**config.mk**
```make
export PLATFORM = sky130hd
export DESIGN_NAME = seq_player_flat
export DESIGN_NICKNAME = d
export VERILOG_FILES = /design/src/rtl/seq_player_pkg.sv /design/src/rtl/seq_player_if.sv /design/src/rtl/seq_player_timer.sv /design/src/rtl/seq_player.sv /design/src/flat_wrapper.sv
export SDC_FILE = /design/constraint.sdc
export NUM_CORES = 1
export LEC_CHECK = 0
export BUFFER_PORTS_ARGS = -buffer_cell sky130_fd_sc_hd__buf_2
export CAP_MARGIN = 0
export CORE_MARGIN = 1
export CORE_UTILIZATION = 47
export DETAILED_ROUTE_END_ITERATION = 8
export PLACE_DENSITY = 0.66
export SKIP_LAST_GASP = 1
export SYNTH_ARGS = -nofsm -noshare
export SYNTH_HDL_FRONTEND = slang
export SYNTH_SLANG_ARGS = --single-unit
export TNS_END_PERCENT = 5
```
**constraint.sdc**
```tcl
create_clock -name clk -period 3.1 [get_ports clk]
set_input_delay 0.62 -clock clk [delete_from_list [all_inputs] [get_ports clk]]
set_output_delay 0.62 -clock clk [all_outputs]
set_load 0.005 [all_outputs]
```
**src/rtl/seq_player_pkg.sv**
```systemverilog
// Shared definitions for the sequence player: FSM state encoding and
// default sizing/timing constants used by the RTL and the testbench.
// The optional abort input is enabled with SEQ_PLAYER_ABORT_EN.
package seq_player_pkg;

    // Explicit encodings so every user of the package agrees on the values.
    typedef enum logic [1:0] {
        IDLE = 2'd0,
        SHOW = 2'd1,
        GAP  = 2'd2,
        DONE = 2'd3
    } state_t;

    localparam int SEQ_SIZE  = 4;
    localparam int DEF_T_ON  = 25_000_000;
    localparam int DEF_T_OFF = 12_500_000;
    localparam int DEF_CNT_W = 26;

endpackage

```
**src/rtl/seq_player_if.sv**
```systemverilog
// Player-side bundle: game controller handshake, ROM address/colour and LEDs.
// abortar exists only when SEQ_PLAYER_ABORT_EN is defined.
interface seq_player_if #(
    parameter int SIZE = 4
);
    logic            start;
    logic [SIZE-1:0] nivel;
    logic [SIZE-1:0] cor_rom;
    logic [SIZE-1:0] address;
    logic [SIZE-1:0] leds;
    logic            ocupado;
    logic            fim;
`ifdef SEQ_PLAYER_ABORT_EN
    logic            abortar;
`endif

    // Controller / ROM / LED side.
    modport master (
        output start, nivel, cor_rom,
`ifdef SEQ_PLAYER_ABORT_EN
        output abortar,
`endif
        input  address, leds, ocupado, fim
    );

    // Player side.
    modport slave (
        input  start, nivel, cor_rom,
`ifdef SEQ_PLAYER_ABORT_EN
        input  abortar,
`endif
        output address, leds, ocupado, fim
    );
endinterface

```
**src/rtl/seq_player_timer.sv**
```systemverilog
// seq_timer: up-counter with synchronous clear and terminal-count compare.
// tc is high while the count equals lim; the owner clears on tc to restart.
module seq_timer #(
    parameter int CNT_W = 26
) (
    input  logic             clk,
    input  logic             rst,
    input  logic             clr,
    input  logic             en,
    input  logic [CNT_W-1:0] lim,
    output logic             tc
);
    logic [CNT_W-1:0] count;

    // Count up while enabled; clear has priority over counting.
    // NOTE: non-blocking assignments so every register samples pre-edge values.
    always_ff @(posedge clk) begin
        if (rst || clr) begin
            count <= '0;
        end else if (en) begin
            count <= count + 1'b1;
        end
    end

    assign tc = (count == lim);
endmodule

```
**src/rtl/seq_player.sv**
```systemverilog
// seq_player: shows steps 0..nivel of the colour sequence on the LEDs,
// T_ON cycles lit then T_OFF cycles blank per step, then pulses fim.
// Optional feature: define SEQ_PLAYER_ABORT_EN to add the abortar input.
module seq_player
    import seq_player_pkg::*;
#(
    parameter int SIZE  = SEQ_SIZE,
    parameter int T_ON  = DEF_T_ON,
    parameter int T_OFF = DEF_T_OFF,
    parameter int CNT_W = DEF_CNT_W
) (
    input  logic         clk,
    input  logic         rst,
    seq_player_if.slave  bus
);
    localparam logic [CNT_W-1:0] LIM_ON  = CNT_W'(T_ON - 1);
    localparam logic [CNT_W-1:0] LIM_OFF = CNT_W'(T_OFF - 1);

    state_t            state;
    logic [SIZE-1:0]   address;
    logic [SIZE-1:0]   nivel_q;
    logic              ocupado;
    logic              fim;
    logic              abort_hit;
    logic              timer_clr;
    logic              timer_en;
    logic [CNT_W-1:0]  timer_lim;
    logic              tc;

`ifdef SEQ_PLAYER_ABORT_EN
    assign abort_hit = bus.abortar && (state != IDLE);
`else
    assign abort_hit = 1'b0;
`endif

    // Timer control: run in SHOW/GAP, restart on terminal count, idle at zero.
    // NOTE: defaults first so no path leaves an output unassigned (no latch).
    always_comb begin
        timer_en  = 1'b0;
        timer_clr = 1'b1;
        timer_lim = LIM_OFF;
        case (state)
            SHOW: begin
                timer_en  = 1'b1;
                timer_clr = tc;
                timer_lim = LIM_ON;
            end
            GAP: begin
                timer_en  = 1'b1;
                timer_clr = tc;
            end
            default: ;
        endcase
        if (abort_hit) begin
            timer_clr = 1'b1;
        end
    end

    seq_timer #(.CNT_W(CNT_W)) u_timer (
        .clk (clk),
        .rst (rst),
        .clr (timer_clr),
        .en  (timer_en),
        .lim (timer_lim),
        .tc  (tc)
    );

    // Playback FSM with registered address, busy flag and end pulse.
    always_ff @(posedge clk) begin
        if (rst) begin
            state   <= IDLE;
            address <= '0;
            nivel_q <= '0;
            ocupado <= 1'b0;
            fim     <= 1'b0;
        end else if (abort_hit) begin
            state   <= IDLE;
            address <= '0;
            ocupado <= 1'b0;
            fim     <= 1'b0;
        end else begin
            fim <= 1'b0;
            case (state)
                IDLE: begin
                    if (bus.start) begin
                        nivel_q <= bus.nivel;
                        address <= '0;
                        ocupado <= 1'b1;
                        state   <= SHOW;
                    end
                end
                SHOW: begin
                    if (tc) begin
                        state <= GAP;
                    end
                end
                GAP: begin
                    if (tc) begin
                        // Last step shown: finish without touching the address,
                        // so nivel = max never wraps it.
                        if (address == nivel_q) begin
                            fim   <= 1'b1;
                            state <= DONE;
                        end else begin
                            address <= address + 1'b1;
                            state   <= SHOW;
                        end
                    end
                end
                DONE: begin
                    address <= '0;
                    ocupado <= 1'b0;
                    state   <= IDLE;
                end
                default: state <= IDLE;
            endcase
        end
    end

    assign bus.address = address;
    assign bus.leds    = (state == SHOW) ? bus.cor_rom : '0;
    assign bus.ocupado = ocupado;
    assign bus.fim     = fim;
endmodule

```
**src/flat_wrapper.sv**
```systemverilog
// flat-port wrapper written by rule: the top's interface ports become plain ports
module seq_player_flat import seq_player_pkg::*;
#(
    parameter int SIZE  = SEQ_SIZE,
    parameter int T_ON  = DEF_T_ON,
    parameter int T_OFF = DEF_T_OFF,
    parameter int CNT_W = DEF_CNT_W
)
  (clk, rst, bus_start, bus_nivel, bus_cor_rom, bus_address, bus_leds, bus_ocupado, bus_fim);
  seq_player_if #(.SIZE(SIZE)) bus_i ();
  input  logic clk;
  input  logic rst;
  input wire logic [$bits(bus_i.start)-1:0] bus_start;
  input wire logic [$bits(bus_i.nivel)-1:0] bus_nivel;
  input wire logic [$bits(bus_i.cor_rom)-1:0] bus_cor_rom;
  output wire logic [$bits(bus_i.address)-1:0] bus_address;
  output wire logic [$bits(bus_i.leds)-1:0] bus_leds;
  output wire logic [$bits(bus_i.ocupado)-1:0] bus_ocupado;
  output wire logic [$bits(bus_i.fim)-1:0] bus_fim;
  assign bus_i.start = bus_start;
  assign bus_i.nivel = bus_nivel;
  assign bus_i.cor_rom = bus_cor_rom;
  assign bus_address = bus_i.address;
  assign bus_leds = bus_i.leds;
  assign bus_ocupado = bus_i.ocupado;
  assign bus_fim = bus_i.fim;
  seq_player #(.SIZE(SIZE), .T_ON(T_ON), .T_OFF(T_OFF), .CNT_W(CNT_W)) u_core (.clk(clk), .rst(rst), .bus(bus_i));
endmodule
```
==> flow_summary_export.csv <==
group,metric,value,unit
run_status,status,"completed",
placement,gp_congestion,0.831,
final_layout,number_of_antenna_cells_inserted,0,
floorplanning,die-area,4340,µm²
routing,drt_pass1_iterations,4,
critical_path,timing.critical_path.required,3.27,ns
synthesis,synthesis.nets,239,
floorplanning,num_io_pins,21,
run,max_cap_viol_count,0,
power_and_ir_drop,ir_drop,324,µV
power_and_ir_drop,power.density,549,nW/µm²
final_layout,fin_nets,260,
final_layout,share_of_post_route_cells_with_drive_strength_above_1,13.6,%
cts,cts.repair_timing.setup_buffer_count,0,
floorplanning,fp.dieH,65.9,µm
final_layout,final_util,55.8,%
critical_path,crit_type,"reg2reg",
critical_path,cp_num_buf_inv,1,
critical_path,timing.critical_path.cells,"or4b_1 -> or4_4 -> a211oi_4 -> or3b_1 -> buf_4 -> nor2_1",
sta,hold_ws,0.468,ns
cts,clock_tree_from_tritoncts,"built",
sta,achievable-frequency,417,MHz
power_and_ir_drop,static-leakage-power,0.765,nW
cts,clk-insertion-delay-late,0.29,ns
critical_path,critical-path-slowest-cell,"sky130_fd_sc_hd__or4_4",
sta,clock-skew-final,0.00567,ns
routing,routed-via-count,1553,
routing,postRouteWirelength,3.58,mm
final_layout,final.fill_count,375,
sta,setup_tns,0,ns
sta,setup_repair_after_global_routing_missed_its_margin,"no",
sta,min_period_over_period,77.4,%
synthesis,synth-warning-count,0,
sta,finalWorstPathRequiredPeriod,2.40,ns
final_layout,register_area,761,µm²
critical_path,critPathMaxStageDelay,0.55,ns
grt,groute.usage.overall,19.1,%
placement,number_of_port_buffers,20,
sta,hold_viol,0,
cts,cts-buffers-inserted,5,
critical_path,crit_path_max_fanout,26,
final_layout,multi_input_logic_area,1090,µm²
cts,ctsRootBufferMaster,"sky130_fd_sc_hd__clkbuf_8",
synthesis,postSynthRegisterBits,38,
final_layout,instances_no_fill,291,
cts,cts-root-to-sink-buffers,2,
routing,count_of_antenna_violating_nets_left_after_detailed_routing,0,
sta,maxSlewHeadroom,47.7,%
synthesis,synthCells,222,
floorplanning,core_region_area,3800,µm²
sta,layout_setup_ws,0.700,ns
floorplanning,initial_core_util,50.5,%
synthesis,syn_avg_cell_area,8.64,µm²
grt,grt_max_degree,27,
placement,place.detailed.hpwl,2.54,mm
critical_path,worst-endpoint-arrival,2.57,ns
routing,dr_iter_0_viols,122,
cts,cts_num_sinks,38,
placement,dp_worst_setup_slack,0.692,ns
sta,report.final.slew_viol_count,0,
critical_path,crit_family,"simple AND/OR/NAND/NOR gates",
routing,vias_per_cell,5.34,
placement,numPlacedInstances,284,
floorplanning,placementRows,22,
critical_path,critPathLaunchType,"register",
grt,antenna_violations_before_repair,0,
cts,postCtsHoldBufs,0,
grt,grt.overflow.total,0,
final_layout,area_growth_syn_to_layout,10.6,%
routing,routed_wire_length_per_instance,12.3,µm
grt,first_global_vias,1382,
synthesis,edff_count_synth,0,
floorplanning,die_w,65.9,µm
routing,remaining_drc_errors,0,
sta,tightestPinTransition,0.779,ns
synthesis,ys_types,41,
cts,total_of_cells_resized_after_clock_tree_synthesis,0,
min_path,hold_class,"reg2reg",
grt,grt_first_pass_wirelength,6.31,mm
synthesis,asyncSetResetFlopFracSynth,0,%
sta,setup-violations-final,0,
synthesis,portion_of_the_post_synthesis_area_used_by_sequential_elements,39.7,%
synthesis,synth.cell_area,1920,µm²
critical_path,critPathCaptureType,"register",
synthesis,synthFlopType,"sky130_fd_sc_hd__dfxtp_1",
cts,cts_max_level,2,
cts,clk_pin_slew,0.07,ns
## synth_stat cells, types with 6 or more instances
cell type | count | share of area (%)
sky130_fd_sc_hd__nand4_1 | 12 | 3.9
sky130_fd_sc_hd__dfxtp_1 | 38 | 40
sky130_fd_sc_hd__nor2_1 | 38 | 7.4
sky130_fd_sc_hd__and2_1 | 6 | 2.0
sky130_fd_sc_hd__nand2_1 | 17 | 3.3
sky130_fd_sc_hd__nand3_1 | 19 | 5.0
sky130_fd_sc_hd__xnor2_1 | 8 | 3.7
sky130_fd_sc_hd__xor2_1 | 20 | 9.1
sky130_fd_sc_hd__inv_1 | 6 | 1.2
sky130_fd_sc_hd__a21oi_1 | 7 | 1.8
sky130_fd_sc_hd__ha_1 | 6 | 3.9
## stage by stage
stage | area [µm²] | power [mW]
floorplan | 1920 | 0.801
global placement | 2040 | 0.864
detailed placement | 2040 | 0.867
CTS | 2120 | 1.18
global route | 2120 | 1.24
finish | 2120 | 1.17
## worst paths after layout
check / start / end / slack (ns) / cells after the start
min: u_core.u_timer.count[0] / u_core.u_timer.count[0] / 0.47 / 1
max: u_core.u_timer.count[7] / u_core.u_timer.count[6] / 0.70 / 6
max reg2reg: u_core.u_timer.count[7] / u_core.u_timer.count[6] / 0.70 / 6
min reg2reg: u_core.u_timer.count[0] / u_core.u_timer.count[0] / 0.47 / 1
## sequential cells by signal, summed over array words and instances, names as in the netlist
name	flops
u_core.u_timer.count	26
u_core.bus.address	4
u_core.nivel_q	4
u_core.state	2
u_core.bus.fim	1
u_core.bus.ocupado	1
## worst register-to-register path, cell delays in order, from the launching register on
cell	delay, ns
sky130_fd_sc_hd__dfxtp_1	0.35
sky130_fd_sc_hd__or4b_1	0.53
sky130_fd_sc_hd__or4_4	0.55
sky130_fd_sc_hd__a211oi_4	0.32
sky130_fd_sc_hd__or3b_1	0.17
sky130_fd_sc_hd__buf_4	0.27
sky130_fd_sc_hd__nor2_1	0.09
## power by group
group          leakage [nW]  total [mW]  switching (mW)  internal, mW
Clock                0.0383       0.314           0.159         0.155
Combinational         0.419       0.315           0.194         0.121
Sequential            0.307       0.537          0.0200         0.517
## metal layers
metal | up-vias | wire [µm] | GRT usage (%)
met5 | - | 0 | 0
met4 | 0 | 53 | 7.34
met3 | 7 | 162 | 5.17
met2 | 36 | 1470 | 28.1
met1 | 696 | 1890 | 26.4
li1 | 814 | - | -
## cell usage in the layout, fill, tap and decap left out, types with 2 or more instances in the layout
master and count:
sky130_fd_sc_hd__nor2_1 38, sky130_fd_sc_hd__dfxtp_1 38, sky130_fd_sc_hd__xor2_1 20, sky130_fd_sc_hd__buf_2 20, sky130_fd_sc_hd__nand3_1 19, sky130_fd_sc_hd__nand2_1 17, sky130_fd_sc_hd__nand4_1 12, sky130_fd_sc_hd__xnor2_1 8
sky130_fd_sc_hd__a21oi_1 7, sky130_fd_sc_hd__inv_1 6, sky130_fd_sc_hd__and2_1 6, sky130_fd_sc_hd__ha_1 6, sky130_fd_sc_hd__clkbuf_8 5, sky130_fd_sc_hd__and4_1 4, sky130_fd_sc_hd__and3_1 4, sky130_fd_sc_hd__nor4b_1 2
sky130_fd_sc_hd__nand2b_1 2, sky130_fd_sc_hd__o21a_1 2, sky130_fd_sc_hd__mux2_2 2, sky130_fd_sc_hd__nor3_1 2, sky130_fd_sc_hd__clkbuf_1 2, sky130_fd_sc_hd__buf_4 2
## final cells by class
cell class | count | area share [%]
well taps | 48 | 2.83
repair buffers | 22 | 5.43
multi-input cells | 170 | 51.2
clock buffers | 7 | 3.60
flip-flops and latches | 38 | 35.9
inverters | 6 | 1.06
## cells by family (layout without fill, tap and decap cells)
kind of cell	count (synthesis)	count (layout)	share of synthesized area, %
simple gates	115	115	30.9
flops	38	38	39.7
xor+xnor	28	28	12.8
compound gates	19	19	7.89
buf+inv	14	35	3.72
fa+ha+maj	6	6	3.91
mux	2	2	1.17
(Power assumes the default switching activity.)
